<file path="src/rtl/controlador_pkg.sv">
// Shared constants for the controlador datapath sequencer:
// opcodes, FSM states and bus-select codes.
package pacote_processador;

  typedef enum logic [1:0] {
    T0 = 2'd0,
    T1 = 2'd1,
    T2 = 2'd2,
    T3 = 2'd3
  } state_t;

  localparam logic [2:0] OP_MV  = 3'b000;
  localparam logic [2:0] OP_MVI = 3'b001;
  localparam logic [2:0] OP_ADD = 3'b010;
  localparam logic [2:0] OP_SUB = 3'b011;

  localparam logic [3:0] SEL_IMM  = 4'd8;
  localparam logic [3:0] SEL_G    = 4'd9;
  localparam logic [3:0] SEL_NONE = 4'd15;

endpackage

</file>
<file path="src/rtl/controlador_if.sv">
// Control-side bundle: start request and instruction in,
// datapath steering and status out.
interface controlador_if;
  logic       run;
  logic [8:0] instr;
  logic [3:0] sel;
  logic [7:0] r_en;
  logic       a_en;
  logic       g_en;
  logic       alu_sub;
  logic       done;
  logic       busy;

  modport master (
    output run, instr,
    input  sel, r_en, a_en, g_en, alu_sub, done, busy
  );

  modport slave (
    input  run, instr,
    output sel, r_en, a_en, g_en, alu_sub, done, busy
  );
endinterface

</file>
<file path="src/rtl/controlador_dec.sv">
// 3-to-8 one-hot decoder with enable, used for the
// register-file write strobes.
module decodificador3x8 (
  input  logic [2:0] in,
  input  logic       en,
  output logic [7:0] out
);
  always_comb begin
    out = 8'b0;
    if (en) out[in] = 1'b1;
  end
endmodule

</file>
<file path="src/rtl/controlador.sv">
// Four-state sequencer for mv/mvi/add/sub; decodes only the
// latched IR so instr may change once captured.
module controlador
  import pacote_processador::*;
(
  input  logic clock,
  input  logic reset,
  controlador_if.slave bus
);

  state_t     state;
  state_t     state_nxt;
  logic [8:0] ir;
  logic [2:0] op;
  logic [2:0] rx;
  logic [2:0] ry;
  logic       wr;

  assign op = ir[8:6];
  assign rx = ir[5:3];
  assign ry = ir[2:0];

  always_ff @(posedge clock or posedge reset) begin
    if (reset) begin
      state <= T0;
      ir    <= 9'd0;
    end else begin
      state <= state_nxt;
      if (state == T0 && bus.run) ir <= bus.instr;
    end
  end

  always_comb begin
    state_nxt   = state;
    bus.sel     = SEL_NONE;
    bus.a_en    = 1'b0;
    bus.g_en    = 1'b0;
    bus.alu_sub = 1'b0;
    bus.done    = 1'b0;
    wr          = 1'b0;
    unique case (state)
      T0: if (bus.run) state_nxt = T1;
      T1: begin
        unique case (1'b1)
          (op == OP_MV): begin
            bus.sel   = {1'b0, ry};
            wr        = 1'b1;
            bus.done  = 1'b1;
            state_nxt = T0;
          end
          (op == OP_MVI): begin
            bus.sel   = SEL_IMM;
            wr        = 1'b1;
            bus.done  = 1'b1;
            state_nxt = T0;
          end
          (op == OP_ADD || op == OP_SUB): begin
            bus.sel   = {1'b0, rx};
            bus.a_en  = 1'b1;
            state_nxt = T2;
          end
          default: begin
            bus.done  = 1'b1;
            state_nxt = T0;
          end
        endcase
      end
      T2: begin
        bus.sel     = {1'b0, ry};
        bus.g_en    = 1'b1;
        bus.alu_sub = op[0];
        state_nxt   = T3;
      end
      T3: begin
        bus.sel   = SEL_G;
        wr        = 1'b1;
        bus.done  = 1'b1;
        state_nxt = T0;
      end
      default: state_nxt = T0;
    endcase
  end

  assign bus.busy = (state != T0);

  decodificador3x8 u_dec (
    .in  (rx),
    .en  (wr),
    .out (bus.r_en)
  );

endmodule

</file>
<file path="src/flat_wrapper.sv">
// flat-port wrapper written by rule: the top's interface ports become plain ports
module controlador_flat import pacote_processador::*;
  (clock, reset, bus_run, bus_instr, bus_sel, bus_r_en, bus_a_en, bus_g_en, bus_alu_sub, bus_done, bus_busy);
  controlador_if bus_i ();
  input  logic clock;
  input  logic reset;
  input wire logic [$bits(bus_i.run)-1:0] bus_run;
  input wire logic [$bits(bus_i.instr)-1:0] bus_instr;
  output wire logic [$bits(bus_i.sel)-1:0] bus_sel;
  output wire logic [$bits(bus_i.r_en)-1:0] bus_r_en;
  output wire logic [$bits(bus_i.a_en)-1:0] bus_a_en;
  output wire logic [$bits(bus_i.g_en)-1:0] bus_g_en;
  output wire logic [$bits(bus_i.alu_sub)-1:0] bus_alu_sub;
  output wire logic [$bits(bus_i.done)-1:0] bus_done;
  output wire logic [$bits(bus_i.busy)-1:0] bus_busy;
  assign bus_i.run = bus_run;
  assign bus_i.instr = bus_instr;
  assign bus_sel = bus_i.sel;
  assign bus_r_en = bus_i.r_en;
  assign bus_a_en = bus_i.a_en;
  assign bus_g_en = bus_i.g_en;
  assign bus_alu_sub = bus_i.alu_sub;
  assign bus_done = bus_i.done;
  assign bus_busy = bus_i.busy;
  controlador u_core (.clock(clock), .reset(reset), .bus(bus_i));
endmodule
</file>
<file path="config.mk">
export PLATFORM = sky130hd
export DESIGN_NAME = controlador_flat
export DESIGN_NICKNAME = d
export VERILOG_FILES = /design/src/rtl/controlador_pkg.sv /design/src/rtl/controlador_if.sv /design/src/rtl/controlador_dec.sv /design/src/rtl/controlador.sv /design/src/flat_wrapper.sv
export SDC_FILE = /design/constraint.sdc
export NUM_CORES = 1
export LEC_CHECK = 0
export BUFFER_PORTS_ARGS = -buffer_cell sky130_fd_sc_hd__buf_4
export CORE_MARGIN = 4
export CORE_UTILIZATION = 45
export CTS_CLUSTER_DIAMETER = 30
export DETAILED_ROUTE_END_ITERATION = 16
export HOLD_SLACK_MARGIN = 0.06
export PLACE_DENSITY = 0.77
export SYNTH_ARGS = -nofsm -noshare
export SYNTH_HDL_FRONTEND = slang
export SYNTH_SLANG_ARGS = --single-unit
export TNS_END_PERCENT = 5
</file>
<file path="constraint.sdc">
create_clock -name clock -period 4.05 [get_ports clock]
set_clock_uncertainty 0.05 [all_clocks]
set_input_delay 0.405 -clock clock [delete_from_list [all_inputs] [get_ports clock]]
set_output_delay 0.405 -clock clock [all_outputs]
set_load 0.1 [all_outputs]
</file>
# Word-level counts from Yosys, hierarchy flattened
# Cells that the tools add are included.
dict set report op_classes {
  n_eq_ne 7
  order_cmp 2
  n_mux 16
  n_reduce_logical 7
}
# operator count
set ops {}
lappend ops {{4-bit one-hot mux with 3 select lines} 2}
lappend ops {{8-bit two-way mux} 1}
lappend ops {{2-bit one-hot mux with 4 select lines} 1}
lappend ops {{1-bit two-way mux} 7}
lappend ops {{3-bit by 2-bit equality test with 1-bit output, second input constant} 2}
lappend ops {{2-bit equality test, second input constant} 2}
lappend ops {{3-bit by 4-bit < comparator with 1-bit output, second input constant} 1}
lappend ops {{2-bit two-way mux} 2}
lappend ops {{1-bit one-hot mux with 2 select lines} 2}
lappend ops {{1-bit demux with 3-bit select} 1}
lappend ops {{3-bit by 1-bit equality test with 1-bit output, second input constant} 1}
lappend ops {{3-bit by 1-bit greater-or-equal comparator with 1-bit output, second input constant} 1}
lappend ops {{3-bit logical NOT} 1}
lappend ops {{2-bit by 1-bit equality test with 1-bit output, second input constant} 1}
lappend ops {{1-bit logical AND} 2}
lappend ops {{2-bit logical NOT} 1}
lappend ops {{2-bit inequality test, second input constant} 1}
lappend ops {{2-bit nonzero test} 1}
lappend ops {{2-bit OR reduction} 1}
lappend ops {{1-bit logical OR} 1}
dict set report totals {
  out_inout_bits 17
  wordCells 34
  in_bits 12
  regBits 11
}

# Depth between registers and ports, before layout
# Gate-level depths: netlist of run 1.
dict set report depth {
  ltp_word 5
  mapped_depth 4
  mapped_depth_nobuf 3
}

# Cells and area by module
# From an unflattened synthesis of run 1, not the netlist that was laid out.
dict set report unflattened {
  hier_cells 59
  hier_area_um2 664.4
}
# mod instances area_each_um2 seq_area_each_um2 cells_per_inst
set modules_own_cells {}
lappend modules_own_cells {controlador 1 568.0 275.3 51}
lappend modules_own_cells {decodificador3x8 1 96.3 0.0 8}

# Worst setup path after synthesis of run 1
# OpenSTA, ideal clock, no wires.
dict set report synth_path {
  path_type {reg-to-output}
  start {register with a tool-made name}
  end {output bus_sel[0]}
  path_slack_ns 0.441
  path_stages_with_launch 4
  arrival_time_ns 3.154
  cell_sequence {dfrtp_1 buf_6 nor2b_1 a22oi_1}
}
# element line_no
set synth_rtl {}
lappend synth_rtl {{to (decl)} flat_wrapper.sv:9} ;# output wire logic [$bits(bus_i.sel)-1:0] bus_sel;

==> results by stage, run 1 <==
Run status:
- The run finished with clean final reports.

Placement:
- The weighted congestion at the end of routability-driven global placement is approximately 0.74.
- The HPWL reported at the end of detailed placement is 1.095 mm.
- The count of buffers added on input and output ports is 28.
- Summing all placed instances gives a cell area of 839.6 um2.

STA:
- After layout, the worst path uses a little over half of the clock period.
- The final number of hold-violating endpoints came to 0.
- The post-route minimum period is between 2 and 2.5 ns.
- For the pin with the worst max-slew slack, the measured transition is 0.4199 ns.
- The setup TNS after final layout is 0 ns.
- The number of max-slew violations in the final report was 0.
- The worst pin sits at a relative slew slack of just over 70%.
- Setup repair after global routing left no endpoint under its margin.
- The number of setup violations in the final report is 0.
- The peak clock frequency supported by timing is 0.4673 GHz.

Setup path:
- Data on the critical path arrives at its endpoint at 1.68 ns.
- The data required time at the worst endpoint is 3.60 ns.
- STA classifies the critical path endpoint as an output pin.
- The type of element launching the critical path is a flop.
- The worst setup path category is reg -> out.
- The maximum fanout along the worst path is 10.

Cells and area:
- The net total in the final layout is around 110.
- Summing all non-filler instances in the final layout gives an area of 865.8 um2.
- From synthesis to final layout, the design area changed by 38.12%.
- The antenna diode count is 0.
- The share of post-route cells with drive strength above 1 is 45.74%.

CTS:
- For the worst-skew pair, the clock arrives at the later sink with an insertion delay of 0.26 ns.
- The clock slew seen by the registers of the worst setup and hold paths is 0.07 ns.
- The post-CTS setup repair buffer count is 0.
- The clock passes through at most 2 buffers.
- The number of buffers added by the clock tree synthesis step is 3.
- The number of gates resized after CTS was 0.
- TritonCTS built the clock tree.
- The root buffer cell is sky130_fd_sc_hd__clkbuf_4.
- The hold buffer count at CTS is 0.
- The count of H-tree levels built during CTS is 1.
- The clock net in this run drives a total of 11 sinks.

Global route:
- The global-route wire length before repair is around 2.2 mm.
- After global routing the overflow that remains totals 0.
- The via count of the first global-routing pass is about 500.
- Entering global routing, the biggest net connects 12 pins.
- The initial antenna violation count is 0.
- Global routing used 15.25% of the available tracks.

Die:
- The starting density of the core is 48.17%.
- The floorplan step set the die width to 45.32 um.
- The floorplan has 13 rows.
- The region available for standard cell placement spans 0.001301 mm2.
- The number of I/O pins is 29.
- The area of the die is between 0.002 and 0.0025 mm2.
- Measured along the y axis, the die boundary spans 45.32 um.

Synth:
- The post-synthesis instance total is 64.
- Synthesis produced a netlist with a net count of 76.
- The number of library cell types mapped by synthesis is 21.
- The number of synthesis warnings is 0.
- Summing every instance area after synthesis gives around 630 um2.
- The per-instance average area after synthesis is 9.795 um2.
- The number of register bits inferred by synthesis is 11.
- The post-synthesis sequential area ratio is 43.91%.

Route:
- The mean routed wirelength per cell is roughly 13 um.
- Summing over every cut layer, the via total after detailed routing is ~550.
- In the routed design, unresolved DRC markers number 0.
- Once detail routing completed, the nets flagged for antenna violations numbered 0.
- For this block, the initial DRC count from the detailed router was 10.
- The iteration count of the initial detailed-routing pass is 4.
- The routed design has roughly 1.4 mm of wire.
- The via count normalized by instance count is 5.064.

Hold path:
- The path category of the worst min-delay check is in -> async.

Flow run:
- Max-cap violations in this run came to 0.
## metal layers
metal	track usage (%)	vias to the layer above	wire length [um]	share of wire [%]
li1	-	281	-	-
met1	16.42	251	522	38
met2	28.25	18	745	55
met3	3.984	2	88	6.4
met4	5.263	0	10	0.73
met5	0	-	0	0
## sequential cells by signal, indices dropped and copies added (netlist names), named ones only
signal	cells
u_core.state	1
u_core.ir	9
## Yosys cell counts (all sizes together)
cell,n,area share [%]
a21boi,1,1.2
a21oi,3,2.4
a22oi,1,1.2
and2,1,1.0
and3,1,1.0
buf,2,2.6
dfrtp,11,44
inv,4,2.4
mux2,9,16
nand2,3,1.8
nand2b,5,5.0
nor2,12,9.8
nor2b,1,1.0
nor3,2,1.6
o211ai,3,3.6
o21ai,2,1.6
o41ai,1,1.4
or2,2,2.4
## final cells by class
type / instances / area (um2)
fill: 120 / 435.4
timing repair buffer: 28 / 210.2
sequential: 11 / 275.3
clock buffer: 4 / 26.28
multi-input combinational: 47 / 320.3
tap: 15 / 18.77
inverter: 4 / 15.01
## cells in the final DEF (no fill, tap or decap), drive strengths merged
cell type and n:
buf 28, nor2 12, dfrtp 11, mux2 9, nand2b 5, inv 4, clkbuf 4, o211ai 3
a21oi 3, nand2 3, o21ai 2, nor3 2, or2 2, nor2b 1, a22oi 1, and3 1
a21boi 1, o41ai 1, and2 1
## through the flow
stage | hold slack, ns | worst slack (ns) | util (%) | cells
2_1_floorplan | 0.2074 | 0.4405 | - | 64
3_3_place_gp | 0.3768 | 2.238 | 64.52 | 105
3_5_place_dp | 0.3759 | 2.187 | 64.52 | 105
4_1_cts | 0.08869 | 1.900 | 66.54 | 109
5_1_grt | 0.1056 | 1.748 | 66.54 | 109
6_report | 0.08222 | 1.910 | 66.54 | 109
## final timing paths
| check | to | slack [ns] | cells past startpoint | startpoint |
|---|---|---|---|---|
| hold / removal | u_core.state[0]$_DFFE_PP0P_ | 0.08 | 2 | reset |
| min in group clock | u_core.state[0]$_DFFE_PP0P_ | 0.31 | 3 | bus_run |
| hold reg to reg | u_core.ir[1]$_DFFE_PP0P_ | 0.46 | 1 | u_core.ir[1]$_DFFE_PP0P_ |
| max in group asynchronous | asynchronous set/reset pin | 3.57 | 2 | reset |
| setup reg to reg | u_core.ir[7]$_DFFE_PP0P_ | 2.57 | 3 | u_core.state[0]$_DFFE_PP0P_ |
| setup / recovery | bus_sel[2] | 1.91 | 4 | flop |
## critical path, stage by stage (launching register included)
cell                      delay [ns]
sky130_fd_sc_hd__dfrtp_1        0.48
sky130_fd_sc_hd__o41ai_1        0.45
sky130_fd_sc_hd__nand2_1        0.09
sky130_fd_sc_hd__o21ai_0        0.09
sky130_fd_sc_hd__buf_4          0.32
## logic make-up (layout without fill, tap and decap cells)
kind of cell	count (synthesis)	in the layout	share of synthesized area [%]
AOI/OAI and AO/OA	11	11	11.38
buffers and inverters	6	36	4.988
DFF	11	11	43.91
muxes	9	9	16.17
and+or+nand+nor	27	27	23.56
Power of run 1 is not shown: default switching activity piles up to over one toggle a cycle in this logic, so the estimate is an artifact.
==> inputs of run 2 (changes only) <==
--- a/config.mk
+++ b/config.mk
@@ -5,13 +5,14 @@
 export SDC_FILE = /design/constraint.sdc
 export NUM_CORES = 1
 export LEC_CHECK = 0
+export ABC_AREA = 1
 export BUFFER_PORTS_ARGS = -buffer_cell sky130_fd_sc_hd__buf_4
 export CORE_MARGIN = 4
-export CORE_UTILIZATION = 45
+export CORE_UTILIZATION = 41
 export CTS_CLUSTER_DIAMETER = 30
 export DETAILED_ROUTE_END_ITERATION = 16
 export HOLD_SLACK_MARGIN = 0.06
-export PLACE_DENSITY = 0.77
+export PLACE_DENSITY = 0.73
 export SYNTH_ARGS = -nofsm -noshare
 export SYNTH_HDL_FRONTEND = slang
 export SYNTH_SLANG_ARGS = --single-unit
==> constraint.sdc (replaced) <==
create_clock -name clock -period 1.9 [get_ports clock]
set_clock_uncertainty 0.05 [all_clocks]
set_input_delay 0.19 -clock clock [delete_from_list [all_inputs] [get_ports clock]]
set_output_delay 0.19 -clock clock [all_outputs]
set_load 0.1 [all_outputs]
==> results by stage, run 2 <==
Run status:
- The flow ran to the end, and the final reports show no timing, DRC or antenna violations.

STA:
- Setup repair after global routing left no endpoint under its margin.
- For the finished layout, the period the worst path requires is between 1.5 and 2 ns.
- The number of setup violations in the final report is 0 (unchanged).
- The measured slew at the worst slew-check pin is 0.4300 ns (+0.01005 ns).
- The setup TNS after final layout is 0 ns (unchanged).
- The final critical-path setup slack is 0.1606 ns (-1.750 ns).
- The final number of hold-violating endpoints is 0 (unchanged).
- Based on the critical path, the design can be clocked at up to about 0.57 GHz.
- The normalized max-slew margin is 71.30% (-0.67 points).
- The number of max-slew violations in the final report is 0 (unchanged).
- The worst path uses 91.55% of the clock period.

CTS:
- The hold buffer count at CTS is 1 (+1).
- TritonCTS built the clock tree.
- The number of buffers added by the clock tree synthesis step is 3 (unchanged).
- The count of H-tree levels built during CTS is 1 (unchanged).
- The count of cells resized by post-cts repair is 0 (unchanged).
- The root buffer cell is sky130_fd_sc_hd__clkbuf_4.
- The clock sink count was 11 (unchanged).
- The post-CTS setup repair buffer count was 0 (unchanged).
- The clock slew seen by the registers of the worst setup and hold paths came to 0.07 ns (about the same).
- The maximum clock insertion buffer count is 2 (unchanged).
- The clock network latency to the later pin of the worst-skew pair came to 0.26 ns (about the same).

Cells and area:
- The library cell used most frequently in the layout, excluding fill and tap cells, is sky130_fd_sc_hd__buf_4.
- The share of post-route cells with drive strength above 1 is 41.94% (-3.8 points).
- The final core utilization was 63.07% (-3.5 points).
- The largest registers in the layout are u_core.ir: 9 flops, u_core.state: 1 flops.
- More flip-flops sit in one register than any other, and that register is u_core.ir.
- Relative to the synthesized area, the layout overhead comes to 43.36%.
- The net total in the final layout is 137 (+28%).
- The antenna diode count is 0 (unchanged).
- The flip-flop count of the largest register after layout is 9 (unchanged).
- The library cells used most frequently in the layout, excluding fill and tap cells, are sky130_fd_sc_hd__buf_4 (28), sky130_fd_sc_hd__nand2_1 (24), sky130_fd_sc_hd__inv_1 (12).

Setup path:
- The largest stage delay on the critical path is 0.47 ns (about the same).
- The setup path with the least slack is of type reg -> out.
- The data required time at the worst endpoint is 1.66 ns (-1.94 ns).
- Traced cell by cell, the critical path runs through inv_1, nand2_1, nor2_1, a21oi_2, buf_4.
- Grouping stages by cell kind, the critical path spends the most delay in flip-flops.
- The buffer and inverter count on the worst path is 2 (+1).
- The cell type of the slowest stage on the worst timing path is sky130_fd_sc_hd__dfrtp_1.
- The arrival time at the worst endpoint is 1.50 ns (-0.18 ns).
- The maximum fanout along the worst path is 5 (-5).
- The worst setup path is captured at an output pin.
- STA classifies the critical path startpoint as a flop.

Die:
- The area of the die is 0.002369 mm2 (+15%).
- The vertical extent of the die is 48.67 um (+7.4%).
- The starting density of the core is 43.99% (-4.2 points).
- The number of I/O pins is 29 (unchanged).
- The total core area is 0.001541 mm2 (+18%).
- The number of standard-cell rows in the floorplan came to 14 (+1).
- The die width came to 48.67 um (+7.4%).

Synth:
- The number of library cell types mapped by synthesis was 17 (-19%).
- The number of enable-type register cells in the synthesized netlist is 0 (unchanged).
- The per-instance average area after synthesis is 7.292 um2 (-26%).
- Ranked by total cell area, the synthesized netlist is headed by sky130_fd_sc_hd__dfrtp_1 (41%), sky130_fd_sc_hd__nand2_1 (13%), sky130_fd_sc_hd__inv_1 (6.6%).
- The post-synthesis instance total was 93 (+45%).
- The number of synthesis warnings is 0 (unchanged).
- The number of register bits inferred by synthesis is 11 (unchanged).
- The cell taking the most area after synthesis is sky130_fd_sc_hd__dfrtp_1.
- In the synthesized netlist the dominant register cell turns out to be sky130_fd_sc_hd__dfrtp_1.
- The most frequently used cell type in the post-synthesis netlist is sky130_fd_sc_hd__nand2_1.
- The post-synthesis net count is 105 (+38%).
- The post-synthesis sequential area ratio came to 40.59% (-3.3 points).
- Sorting the synthesized cells by how often they occur yields sky130_fd_sc_hd__nand2_1 (24), sky130_fd_sc_hd__inv_1 (12), sky130_fd_sc_hd__dfrtp_1 (11).
- The post-synthesis instance area is 678.2 um2 (+8.2%).
- The top-area cell type share of the netlist area is 40.59% (-3.3 points).
- The proportion of register bits with asynchronous set or reset after synthesis is 100.0% (unchanged).

Global route:
- The largest net degree at the start of global routing is 15 (+3).
- The initial antenna violation count is 0 (unchanged).
- The global-route wire length before repair is 2.898 mm (+33%).
- The global-route congestion overflow total is 0 (unchanged).
- The via count of the first global-routing pass is 668 (+36%).
- The overall routing resource usage is 14.94% (-0.31 points).

Route:
- The via count normalized by instance count is 4.907 (-3.1%).
- The DRC violations left is 0 (unchanged).
- The mean routed wirelength per cell is 10.84 um (-13%).
- The count of vias placed by the detailed router came to 687 (+24%).
- The starting DRC count in detailed routing is 14 (+4).
- The top routing layer in use is met4.
- The iteration count of the initial detailed-routing pass came to 4 (unchanged).
- The sum of met2 wire segment lengths after detailed routing came to 704 um (-5.5%).
- The remaining antenna violation count came to 0 (unchanged).
- The final wirelength was 1.517 mm (+11%).
- The routed length on met3 came to 128 um (+45%).
- The wire length on met1 is 662 um (+27%).

Flow run:
- The max-cap check violation count came to 0 (unchanged).

Placement:
- The minimum setup slack after placement is 0.4443 ns (-1.742 ns).
- The number of buffer cells added on primary ports was 28 (unchanged).
- The HPWL reported at the end of detailed placement came to 1.282 mm (+17%).
- The weighted congestion at the end of routability-driven global placement came to 0.8116 (+9.4%).

Hold path:
- The path category of the worst min-delay check is in -> reg.
-- run 2: changes by cell type after synthesis, moves of 2 or more --
cell,delta
sky130_fd_sc_hd__a21oi_2,+5
sky130_fd_sc_hd__inv_1,+8
sky130_fd_sc_hd__mux2_2,-9
sky130_fd_sc_hd__nand2_1,+21
sky130_fd_sc_hd__nand2b_1,-5
sky130_fd_sc_hd__nand3_1,+8
sky130_fd_sc_hd__nor2_2,+2
sky130_fd_sc_hd__nor3_1,+6
sky130_fd_sc_hd__o211ai_1,-3
sky130_fd_sc_hd__o21ai_2,+2
-- run 2: worst paths after layout --
path                       slack [ns]                       end  cells past startpoint                        start
max                              0.16                bus_sel[0]                      5  u_core.state[0]$_DFFE_PP0P_
max in group asynchronous        1.08  u_core.ir[7]$_DFFE_PP0P_                      3                        reset
max reg2reg                      0.69  u_core.ir[3]$_DFFE_PP0P_                      4  u_core.state[0]$_DFFE_PP0P_
min reg2reg                      0.47  u_core.ir[0]$_DFFE_PP0P_                      2     u_core.ir[0]$_DFFE_PP0P_
min                              0.10  u_core.ir[0]$_DFFE_PP0P_                      3                 bus_instr[0]
min in group asynchronous        0.42  u_core.ir[6]$_DFFE_PP0P_                      3                        reset
-- run 2: per-layer routing --
layer | GRT usage (%) | vias up
met3 | 4.294 | 4
met1 | 19.54 | 298
li1 | - | 360
met2 | 23.26 | 25
met4 | 5.381 | 0
met5 | 0 | -
-- run 2: final cells by class --
type                    count  area (um2)
fillers                   154       569.3
well taps                  16       20.02
repair buffers             29       220.2
flip-flops and latches     11       275.3
clock buffers               4       26.28
inverters                  12       45.04
multi-input cells          68       385.4
-- run 2: through the flow --
step	hold WS, ns	area [um2]	instances
2_1_floorplan	-0.007562	721.9	93
3_3_place_gp	0.1639	935.9	135
3_5_place_dp	0.1596	935.9	135
4_1_cts	0.1019	972.2	140
5_1_grt	0.1056	972.2	140
6_report	0.1015	972.2	140
-- run 2: kinds of logic after synthesis --
group | after synthesis | share of synthesized area [%]
and+or+nand+nor | 55 | 36.72
buffers and inverters | 14 | 9.039
AOI/OAI and AO/OA | 13 | 13.65
DFF | 11 | 40.59
-- run 2: worst reg2reg max path, cell delays in order, from the launching register on --
cell and delay [ns]:
sky130_fd_sc_hd__dfrtp_1 0.46, sky130_fd_sc_hd__nor2_4 0.24, sky130_fd_sc_hd__nand2_4 0.16, sky130_fd_sc_hd__nor2_1 0.15, sky130_fd_sc_hd__a21oi_2 0.04
Power of run 2 is left out for the same reason.
